File: src/rtl/fifo_rd_packer.sv
// fifo_rd_packer: pops 16-bit words from the async FIFO read side
// and packs word pairs into 32-bit beats, flushing a lone tail word.
module fifo_rd_packer #(
  parameter int DATA_WIDTH = 16,
  parameter int BUF_DEPTH  = 4,
  parameter int TIMEOUT    = 16
) (
  input  logic                    rd_clk,
  input  logic                    rst_n,
  input  logic                    fifo_empty,
  input  logic                    fifo_valid,
  input  logic [DATA_WIDTH-1:0]   fifo_dout,
  output logic                    rd_en,
  output logic                    m_valid,
  input  logic                    m_ready,
  output logic [2*DATA_WIDTH-1:0] m_data,
  output logic [1:0]              m_keep
);

  localparam int AW = $clog2(BUF_DEPTH);
  localparam int PW = AW + 1;
  localparam int IW = $clog2(TIMEOUT + 1);
  localparam logic [PW-1:0] DEPTH = PW'(BUF_DEPTH);
  localparam logic [IW-1:0] TMO   = IW'(TIMEOUT);

  typedef enum logic {COLLECT, TAIL} state_t;

  logic [DATA_WIDTH-1:0] mem [BUF_DEPTH];
  logic [PW-1:0] wptr, rptr, count, rstep;
  logic [PW:0]   occ;
  logic [AW-1:0] ridx0, ridx1;
  logic          inflight;
  logic          push, out_free;
  logic          load_full, load_half;
  logic          tail_cond;
  state_t        state, state_nxt;
  logic [IW-1:0] idle_cnt, idle_nxt;

  assign count = wptr - rptr;
  assign occ   = {1'b0, count} + {{PW{1'b0}}, inflight};
  assign rd_en = rst_n & ~fifo_empty & (occ < {1'b0, DEPTH});

  // A valid word with no room is dropped rather than overwrite live data
  assign push  = fifo_valid & (count != DEPTH);
  assign ridx0 = rptr[AW-1:0];
  assign ridx1 = rptr[AW-1:0] + AW'(1);

  assign out_free  = ~m_valid | m_ready;
  assign load_full = out_free & (count >= PW'(2));
  assign load_half = out_free & ~load_full &
                     (state == TAIL) & (idle_cnt == TMO);

  assign tail_cond = (count == PW'(1)) & ~inflight & fifo_empty;

  always_comb begin
    rstep = '0;
    unique case (1'b1)
      load_full: rstep = PW'(2);
      load_half: rstep = PW'(1);
      default:   rstep = '0;
    endcase
  end

  always_comb begin
    state_nxt = state;
    idle_nxt  = idle_cnt;
    unique case (state)
      COLLECT: begin
        if (tail_cond) begin
          state_nxt = TAIL;
          idle_nxt  = '0;
        end
      end
      TAIL: begin
        if (!tail_cond || load_half) begin
          state_nxt = COLLECT;
          idle_nxt  = '0;
        end else if (idle_cnt != TMO) begin
          idle_nxt = idle_cnt + IW'(1);
        end
      end
    endcase
  end

  always_ff @(posedge rd_clk) begin
    if (push) mem[wptr[AW-1:0]] <= fifo_dout;
  end

  always_ff @(posedge rd_clk or negedge rst_n) begin
    if (!rst_n) begin
      wptr     <= '0;
      rptr     <= '0;
      inflight <= 1'b0;
      state    <= COLLECT;
      idle_cnt <= '0;
    end else begin
      wptr     <= wptr + PW'(push);
      rptr     <= rptr + rstep;
      inflight <= rd_en;
      state    <= state_nxt;
      idle_cnt <= idle_nxt;
    end
  end

  always_ff @(posedge rd_clk or negedge rst_n) begin
    if (!rst_n) begin
      m_valid <= 1'b0;
      m_data  <= '0;
      m_keep  <= 2'b00;
    end else if (load_full) begin
      m_valid <= 1'b1;
      m_data  <= {mem[ridx1], mem[ridx0]};
      m_keep  <= 2'b11;
    end else if (load_half) begin
      m_valid <= 1'b1;
      m_data  <= {{DATA_WIDTH{1'b0}}, mem[ridx0]};
      m_keep  <= 2'b01;
    end else if (m_ready) begin
      m_valid <= 1'b0;
    end
  end

endmodule

File: config.mk
export PLATFORM = sky130hd
export DESIGN_NAME = fifo_rd_packer
export DESIGN_NICKNAME = d
export VERILOG_FILES = /design/src/rtl/fifo_rd_packer.sv
export SDC_FILE = /design/constraint.sdc
export NUM_CORES = 1
export LEC_CHECK = 0
export BUFFER_PORTS_ARGS = -buffer_cell sky130_fd_sc_hd__clkbuf_2
export CORE_ASPECT_RATIO = 1.25
export CORE_MARGIN = 2
export CORE_UTILIZATION = 35
export CTS_CLUSTER_SIZE = 28
export DETAILED_ROUTE_END_ITERATION = 12
export PLACE_DENSITY = 0.51
export SYNTH_ARGS = -nofsm -noshare
export SYNTH_HDL_FRONTEND = slang
export SYNTH_SLANG_ARGS = --single-unit
File: constraint.sdc
create_clock -name rd_clk -period 6.5 [get_ports rd_clk]
set_input_delay 0.65 -clock rd_clk [delete_from_list [all_inputs] [get_ports rd_clk]]
set_output_delay 0.65 -clock rd_clk [all_outputs]
set_load 0.03 [all_outputs]
==> results.md, run 1 <==
* Skew final at 0.00887 ns
* Clock period minus worst slack at 3.78 ns
* Die H at 135 um
* Top Layer Used: met4
* CTS tree: done
* IO buf count at 56
* H-tree Lvls at 3
* Layout cells sized above 1 at 40.4%
* WP data required at 5.85 ns
* Final hold violation count at 0
* Met2 wire length at 4900 um
* Cts repair resizes at 0
* Post-Syn Area at 0.00480 mm^2
* Initial DRC count at 134
* Maximum VDD drop at 240 uV
* Reg2reg path depth at 10
* Number of synthesized flops with an enable pin at 64
* DR vias/cell at 5.13
* Gp weighted congestion at 0.751
* Num rows at 47
* Setup crit start kind: register
* Pre-Repair DR Iteration Count at 4
* Worst path top cell family by delay: flip-flops
* Ys async rst share at 42.9%
* Ports at 57
* Full die area at 0.0147 mm^2
* Gate power share at 40.0%
* Post-route cell area at 0.00560 mm^2
* Clock Sink Count at 112
* DRT antenna net count at 0
* Commonest non-fill, non-tap cell in the layout: edfxtp_1
* Crit. End Element: output port
* Drc violations at 0
* Critical path origin: rptr[0]
* Reg-to-Reg End: rptr[1]
* Fraction of the cycle the final worst path needs at 58.2%
* Mapped Cells at 260
* Drt total wl at 9390 um
* Critical Path AT at 3.13 ns
* Core ar. at 0.0133 mm^2
* Seq pwr share at 39.3%
* Min-delay worst type: input pin to async pin
* Actual slew at the worst max-slew pin at 1.08 ns
* Synth-to-layout area growth at 16.7%
* Multi-input logic area at 0.00158 mm^2
* Worst r2r src: rptr[0]
* Finish-stage setup viols at 0
* Met3 WL post-DR at 317 um
* Net Sw Power at 1.05 mW
* Slowest stage delay, CP at 1.08 ns
* Initial antenna violation count at 0
* Vias in the first global route at 2736
* Nets at 346
* Power per cell area at 514 mW/mm^2
* Met1 wire length at 4010 um
* Clock-pin slew on the worst setup and hold paths at 0.07 ns
* Maxcap violations at 0
* Hold-fix buffers, CTS at 0
* Area share of the largest cell type after synthesis at 40.1%
* Root Driver: clkbuf_16
* Initial Util at 36.1%
* FF+latch area at 0.00312 mm^2
* First-pass GRT wire length at 15100 um
* YS warnings at 0
* Post-DP HPWL at 6110 um
* Power Internal at 1.82 mW
* Setup TNS at 0 ns
* Area post-placement at 0.00527 mm^2
* Top cells by area, synth: edfxtp_1 (40%), dfrtp_1 (25%), mux4_2 (15%)
* Die width at 109 um
* Sw Share at 36.6%
* Cell variety after synth at 40
* Slowest cell on the critical path: dfrtp_2
* Count of pins over their slew limit at 0
* Largest net degree at the start of global routing at 50
* Clock tree buffer depth at 2
* Via count at 2527
* Clock latency on the worst-skew pair at 0.35 ns
* Highest attainable clock frequency at 264 MHz
* CTS Buf Count at 9
* All-Layer GR Usage at 14.1%
* Worst reg2reg setup slack at 2.86 ns
* Unrepaired setup endpoints after global routing: no
* Synth area leader: edfxtp_1
* GRT overflow at 0
* Register area share after synthesis at 65.1%
* Status: completed
* Rel. slew slack at 28.2%
* Top_reg_cell synth: edfxtp_1
* Buffers and inverters on the worst path at 2
* Drt wl/cell at 19.1 um
* Critical path, cell by cell: ha_1, inv_1, fa_1, xnor3_1, nor4b_1, clkbuf_2
* CP max FO at 34
* Yosys reg bits at 112
* ANT cells at 0
* Most frequent cells in the layout: edfxtp_1 (64), clkbuf_2 (56), dfrtp_1 (47), mux4_2 (32), a32o_1 (16)
* Syn_nets at 289
* Layout filler cell count at 1241
* Pleak at 2.17 nW
* Crit path kind: register to output port
* Syn Area/Cell at 18.4 um^2
* Clock power share at 20.7%
* Post-CTS Setup Inserts at 0
==> how the worst max path moves through the flow <==
stage,endpoint,slack [ns],depth (start not counted)
floorplan,rd_en,3.05,6
CTS,rd_en,2.65,6
global placement,rptr[1],2.84,10
global route,rd_en,2.42,6
detailed placement,rptr[2],2.76,10
finish,rd_en,2.72,6
==> state kept, by name (all words and copies together) (netlist names) <==
name and count:
mem 64, m_data 32, idle_cnt 5, rptr 3, wptr 3, m_keep 2
inflight 1, m_valid 1, state 1
==> per-layer routing <==
layer  vias to the layer above  global-route usage, %
met5                         -                      0
met4                         0                   6.20
met3                         8                   2.22
met2                        50                   23.4
met1                      1316                   18.2
li1                       1153                      -
==> power groups by stage <==
stage	Sequential (mW)	Combinational (mW)	Clock (mW)
floorplan	1.31	0.673	0
global placement	1.15	1.15	0
detailed placement	1.15	1.17	0
CTS	1.14	1.18	0.612
global route	1.16	1.24	0.637
finish	1.13	1.15	0.595
==> metrics by stage <==
stage	setup slack [ns]	utilization [%]	power (mW)	hold slack (ns)	std cells
4_1_cts	2.65	42.1	2.93	0.453	493
3_5_place_dp	2.76	39.6	2.32	0.455	477
3_3_place_gp	2.84	39.6	2.30	0.450	477
2_1_floorplan	3.05	-	1.98	0.354	260
6_report	2.72	42.1	2.87	0.409	493
5_1_grt	2.42	42.1	3.04	0.479	493
==> logic make-up (layout without fill, tap and decap cells) <==
logic type / Yosys count / after routing / share of synthesized area [%]
adders and majority gates: 8 / 8 / 2.40
xor gates and xnor gates: 4 / 4 / 1.33
AOI/OAI and AO/OA: 26 / 26 / 4.80
muxes: 48 / 48 / 19.6
and+or+nand+nor: 38 / 38 / 4.57
DFF: 112 / 112 / 65.1
buffers and inverters: 24 / 86 / 2.22
==> synth_stat cells, drive strengths merged, types with 2 or more instances <==
| library cell | n |
|---|---|
| dfrtp | 48 |
| mux4 | 32 |
| o21ai | 4 |
| nand2b | 2 |
| edfxtp | 64 |
| clkbuf | 9 |
| nor2 | 4 |
| nand2 | 10 |
| nand3 | 4 |
| and3 | 3 |
| buf | 6 |
| nor2b | 2 |
| fa | 2 |
| mux2 | 16 |
| nor3 | 2 |
| and3b | 2 |
| inv | 9 |
| nor3b | 3 |
| a32o | 16 |
| ha | 6 |
==> worst register-to-register path, cell delays in order, from the launching register on <==
cell     delay, ns
dfrtp_2       1.08
ha_1          0.30
inv_1         0.05
fa_1          0.40
xor3_1        0.27
nand2_1       0.47
nor2_1        0.25
ha_1          0.16
inv_1         0.05
fa_1          0.47
inv_1         0.04
==> final cells by class <==
cell class | count | area share [%]
clock buffers | 10 | 4.27
well taps | 171 | 3.82
clock inverters | 6 | 1.61
repair buffers | 61 | 5.68
multi-input cells | 124 | 28.2
flip-flops and latches | 112 | 55.8
inverters | 9 | 0.604
Power figures use the tool's default switching activity.
==> run 2, diff against run 1 <==
--- a/config.mk
+++ b/config.mk
@@ -5,13 +5,14 @@
 export SDC_FILE = /design/constraint.sdc
 export NUM_CORES = 1
 export LEC_CHECK = 0
+export ABC_AREA = 1
 export BUFFER_PORTS_ARGS = -buffer_cell sky130_fd_sc_hd__clkbuf_2
 export CORE_ASPECT_RATIO = 1.25
 export CORE_MARGIN = 2
 export CORE_UTILIZATION = 35
 export CTS_CLUSTER_SIZE = 28
 export DETAILED_ROUTE_END_ITERATION = 12
-export PLACE_DENSITY = 0.51
+export PLACE_DENSITY = 0.52
 export SYNTH_ARGS = -nofsm -noshare
 export SYNTH_HDL_FRONTEND = slang
 export SYNTH_SLANG_ARGS = --single-unit
==> constraint.sdc (replaced) <==
create_clock -name rd_clk -period 3.3 [get_ports rd_clk]
set_input_delay 0.33 -clock rd_clk [delete_from_list [all_inputs] [get_ports rd_clk]]
set_output_delay 0.33 -clock rd_clk [all_outputs]
set_load 0.03 [all_outputs]
==> results.md, run 2 <==
* Status: completed
* Hold-fix buffers, CTS at 0
* Fraction of the cycle the final worst path needs at 84.6%
* DR vias/cell at 5.03
* Root Driver: clkbuf_16
* Actual slew at the worst max-slew pin at 0.881 ns
* Initial antenna violation count at 0
* Clock period minus worst slack at 2.79 ns
* Yosys reg bits at 112
* DRT antenna net count at 0
* First-pass GRT wire length at 18500 um
* Setup crit start kind: register
* Drt wl/cell at 16.1 um
* GRT overflow at 0
* Drc violations at 0
* Unrepaired setup endpoints after global routing: no
* Initial DRC count at 237
* Power per cell area at 971 mW/mm^2
* Final hold violation count at 0
* CTS tree: done
* Area share of the largest cell type after synthesis at 38.3%
* Syn Area/Cell at 10.2 um^2
* Commonest non-fill, non-tap cell in the layout: nand2_1
* Post-DP HPWL at 7460 um
* Most frequent cells after synthesis: nand2_1 (107), edfxtp_1 (64), dfrtp_1 (48)
* Number of flip-flops in the largest register at 64
* Crit. End Element: output port
* Most frequent cells in the layout: nand2_1 (107), edfxtp_1 (64), clkbuf_2 (56), dfrtp_1 (48), o21ai_0 (47)
* Ys async rst share at 42.9%
* Layout filler cell count at 1376
* Rel. slew slack at 41.2%
* Post-Syn Area at 0.00502 mm^2
* Nets at 573
* Clock latency on the worst-skew pair at 0.35 ns
* Via count at 3641
* IO buf count at 56
* Initial Util at 36.0%
* Clock Sink Count at 112
* Multi-input logic area at 0.00162 mm^2
* Top cells by area, synth: edfxtp_1 (38%), dfrtp_1 (24%), nand2_1 (8.0%)
* Maximum VDD drop at 370 uV
* Clock-pin slew on the worst setup and hold paths at 0.07 ns
* Core ar. at 0.0139 mm^2
* Final setup margin at 0.507 ns
* Most common cell in the netlist: nand2_1
* ANT cells at 0
* Gp weighted congestion at 0.731
* Min-delay worst type: input pin to async pin
* Drt total wl at 11700 um
* Synth area leader: edfxtp_1
* Ports at 57
* Top_reg_cell synth: edfxtp_1
* Largest net degree at the start of global routing at 60
* Die width at 111 um
* Maxcap violations at 0
* Pre-Repair DR Iteration Count at 5
* Place WS at 0.600 ns
* Register area share after synthesis at 62.2%
* YS warnings at 0
* Die H at 138 um
* Crit path kind: register to output port
* WP data required at 2.97 ns
* Final core utilization at 41.3%
* Critical path, cell by cell: inv_1, ha_1, inv_1, fa_1, inv_1, nand2_1, nand3_2, nand2_1, a211oi_1, clkbuf_2
* Cts repair resizes at 0
* Worst path top cell family by delay: adder cells
* Count of pins over their slew limit at 0
* Skew final at 0.00439 ns
* Mapped Cells at 491
* Vias in the first global route at 3686
* Slowest cell on the critical path: dfrtp_1
* Setup TNS at 0 ns
* Synth-to-layout area growth at 14.7%
* Most frequent CP cell: inv_1
* Buffers and inverters on the worst path at 4
* Clock tree buffer depth at 2
* Cell variety after synth at 33
* Number of synthesized flops with an enable pin at 64
* CTS Buf Count at 9
* Num rows at 48
* Layout cells sized above 1 at 18.2%
* All-Layer GR Usage at 15.7%
* Critical Path AT at 2.46 ns
* H-tree Lvls at 3
* Pleak at 2.55 nW
* Full die area at 0.0153 mm^2
* Syn_nets at 520
* Highest attainable clock frequency at 358 MHz
* FF+latch area at 0.00312 mm^2
* CP max FO at 4
* Slowest stage delay, CP at 0.42 ns
* Post-CTS Setup Inserts at 0
* Finish-stage setup viols at 0
==> run 2: worst paths after layout <==
path | from | to | slack, ns | cells past startpoint
setup / recovery | wptr[0] | rd_en | 0.51 | 10
hold / removal | rst_n | idle_cnt[0] | 0.13 | 2
setup reg to reg | wptr[0] | rptr[2] | 0.61 | 13
hold reg to reg | m_data[18] | m_data[18] | 0.47 | 2
max in group asynchronous | rst_n | m_data[30] | 2.74 | 2
min in group rd_clk | fifo_dout[12] | mem[0][12] | 0.20 | 1
==> run 2: cell type report <==
class	count	area share, %
Clock buffer	13	4.52
Clock inverter	3	0.304
Inverter	42	2.78
Multi-Input combinational cell	313	28.2
Sequential cell	112	54.3
Tap cell	175	3.80
Timing Repair Buffer	66	6.17
==> run 2: report_power, final <==
group / internal [mW] / total, mW / switching, mW
Clock: 0.554 / 1.02 / 0.469
Combinational: 0.700 / 2.42 / 1.72
Sequential: 1.94 / 2.15 / 0.214
Total: 3.19 / 5.59 / 2.40
==> run 2: through the flow <==
| stage | cells | area (um^2) | hold WS, ns | total power, mW |
|---|---|---|---|---|
| after floorplan | 491 | 5020 | 0.0344 | 3.93 |
| after global placement | 708 | 5480 | 0.457 | 4.59 |
| after global routing | 724 | 5760 | 0.190 | 5.98 |
| after CTS | 724 | 5760 | 0.150 | 5.67 |
| after detailed placement | 708 | 5480 | 0.460 | 4.63 |
| final | 724 | 5760 | 0.126 | 5.59 |
==> run 2: logic make-up (layout without fill, tap and decap cells) <==
group,Yosys count,in the layout,synth area share [%]
DFF,112,112,62.2
AOI/OAI and AO/OA,107,107,11.7
xor gates and xnor gates,4,4,0.698
and+or+nand+nor,194,194,17.2
buffers and inverters,66,124,5.86
adders and majority gates,8,8,2.29
==> run 2: layer usage <==
layer	share of wire [%]	track usage (%)	up-vias	routed length [um]
li1	-	-	1769	-
met1	44	18.8	1762	5140
met2	51	27.8	95	5930
met3	3.4	2.75	15	392
met4	1.6	7.48	0	184
met5	0	0	-	0
==> run 2: worst reg2reg max path, stage by stage, from the launching register on <==
cell and delay [ns]:
dfrtp_1 0.42, inv_1 0.14, ha_1 0.16, inv_1 0.05, fa_1 0.39, inv_1 0.07, nand2_1 0.08, nand3_2 0.12
nand3_4 0.23, nor2_1 0.20, ha_1 0.16, inv_1 0.05, fa_1 0.37, xnor2_1 0.13
==> run 3, diff against run 2 <==
==> constraint.sdc (replaced) <==
create_clock -name rd_clk -period 2.4 [get_ports rd_clk]
set_input_delay 0.24 -clock rd_clk [delete_from_list [all_inputs] [get_ports rd_clk]]
set_output_delay 0.24 -clock rd_clk [all_outputs]
set_load 0.03 [all_outputs]
==> results.md, run 3 (synthesized netlist as in run 2, its figures left out) <==
* Status: completed
* Skew final at 0.00653 ns
* Unrepaired setup endpoints after global routing: yes
* Placed insts at 720
* Non-filler cells, final at 740
* Synth-to-layout area growth at 20.4%
* Finish-stage setup viols at 0
* First-pass GRT wire length at 19000 um
* CTS tree: done
* Drt total wl at 11800 um
* Pleak at 2.64 nW
* Commonest non-fill, non-tap cell in the layout: nand2_1
* Clock tree buffer depth at 2
* Nets at 589
* Setup crit start kind: register
* ANT cells at 0
* Initial Util at 36.0%
* DR vias/cell at 5.04
* Clock-pin slew on the worst setup and hold paths at 0.07 ns
* Maximum VDD drop at 558 uV
* IO buf count at 56
* CP max FO at 4
* Final setup margin at 0.0427 ns
* Count of pins over their slew limit at 0
* Largest net degree at the start of global routing at 49
* Layout cells sized above 1 at 23.9%
* Num rows at 48
* Post-DP HPWL at 7810 um
* Pre-Repair DR Iteration Count at 5
* Drc violations at 0
* Core ar. at 0.0139 mm^2
* Highest attainable clock frequency at 424 MHz
* Vias in the first global route at 3723
* GRT overflow at 0
* Clock period minus worst slack at 2.36 ns
* Crit path kind: register to register
* Die width at 111 um
* Initial antenna violation count at 0
* Place WS at 0.00951 ns
* Fraction of the cycle the final worst path needs at 98.2%
* Full die area at 0.0153 mm^2
* WP data required at 2.64 ns
* Power per cell area at 1340 mW/mm^2
* Critical Path AT at 2.60 ns
* Number of flip-flops in the largest register at 64
* Actual slew at the worst max-slew pin at 0.652 ns
* Most frequent cells in the layout: nand2_1 (104), edfxtp_1 (64), clkbuf_2 (55), o21ai_0 (47), dfrtp_1 (47)
* Final core utilization at 43.3%
* Die H at 138 um
* All-Layer GR Usage at 16.0%
* Final Power at 8.11 mW
* Setup TNS at 0 ns
* DRT antenna net count at 0
* Gp weighted congestion at 0.848
* Clock Sink Count at 112
* Rel. slew slack at 56.6%
* Maxcap violations at 0
* Hold-fix buffers, CTS at 0
* Crit. End Element: register
* CTS Buf Count at 9
* Initial DRC count at 222
* Clock latency on the worst-skew pair at 0.34 ns
* Final hold violation count at 0
* Ports at 57
* H-tree Lvls at 3
* Root Driver: clkbuf_16
* Min-delay worst type: input pin to async pin
* Via count at 3727
* Drt wl/cell at 15.9 um
==> run 3: changes by cell type in the layout (fill, tap and decap cells not counted), moves of 3 or more <==
cell | before | now
nor3_2 | 5 | 1
buf_4 | 10 | 22
inv_2 | 2 | 7
inv_1 | 39 | 33
buf_12 | 0 | 4
nor3_4 | 0 | 4
nand2_1 | 107 | 104
==> run 3: through the flow <==
step                      hold WS [ns]  instance area, um^2
after floorplan                -0.0556                 5100
after global placement           0.438                 5680
after detailed placement         0.450                 5680
after CTS                       0.0851                 5960
after global routing             0.117                 6040
final                           0.0433                 6040
==> run 3: layer usage <==
layer	part of all wire [%]	track usage, %
met1	43	19.8
met2	50	28.2
met3	3.8	2.49
met4	2.4	7.13
met5	0	0
==> run 3: area by class of cell <==
class                   count  area [um^2]
fillers                  1348         7890
flip-flops and latches    112         3120
multi-input cells         313         1730
repair buffers             82          534
clock buffers              11          243
well taps                 175          219
inverters                  42          163
clock inverters             5         31.3
==> run 3: worst paths after layout <==
| path | start | end | slack [ns] | cells past startpoint |
|---|---|---|---|---|
| worst max-delay path | wptr[0] | rptr[1] | 0.04 | 13 |
| worst min-delay path | rst_n | idle_cnt[0] | 0.04 | 2 |
| max in group asynchronous | rst_n | wptr[0] | 1.89 | 2 |
| min in group rd_clk | fifo_dout[13] | mem[2][13] | 0.11 | 1 |
| worst min register to register | m_keep[0] | m_keep[0] | 0.47 | 1 |
| worst max register to register | wptr[0] | rptr[1] | 0.04 | 13 |
==> run 3: critical path: stages (launching register included) <==
cell and delay, ns:
dfrtp_2 0.42, inv_4 0.07, ha_4 0.12, inv_2 0.03, fa_2 0.35, nand2_2 0.11, nand2_2 0.07, nand2_4 0.09
nand3_4 0.12, nor2_4 0.15, ha_4 0.13, inv_2 0.03, fa_2 0.53, inv_2 0.03
==> run 3: report_power, final <==
group / internal [mW] / total (mW) / switching [mW]
Clock: 0.732 / 1.38 / 0.651
Combinational: 1.25 / 3.79 / 2.54
Sequential: 2.67 / 2.94 / 0.272
Total: 4.64 / 8.11 / 3.47
==> run 3: repair_timing <==
| item | CTS | global route |
|---|---|---|
| cloned | 0 | 0 |
| pin swaps | 1 | 8 |
| buffers inserted | 0 | 4 |
| endpoints found under the hold margin | 0 | 0 |
| setup endpoints to repair | 2 | 21 |
| gates resized for setup | 3 | 12 |
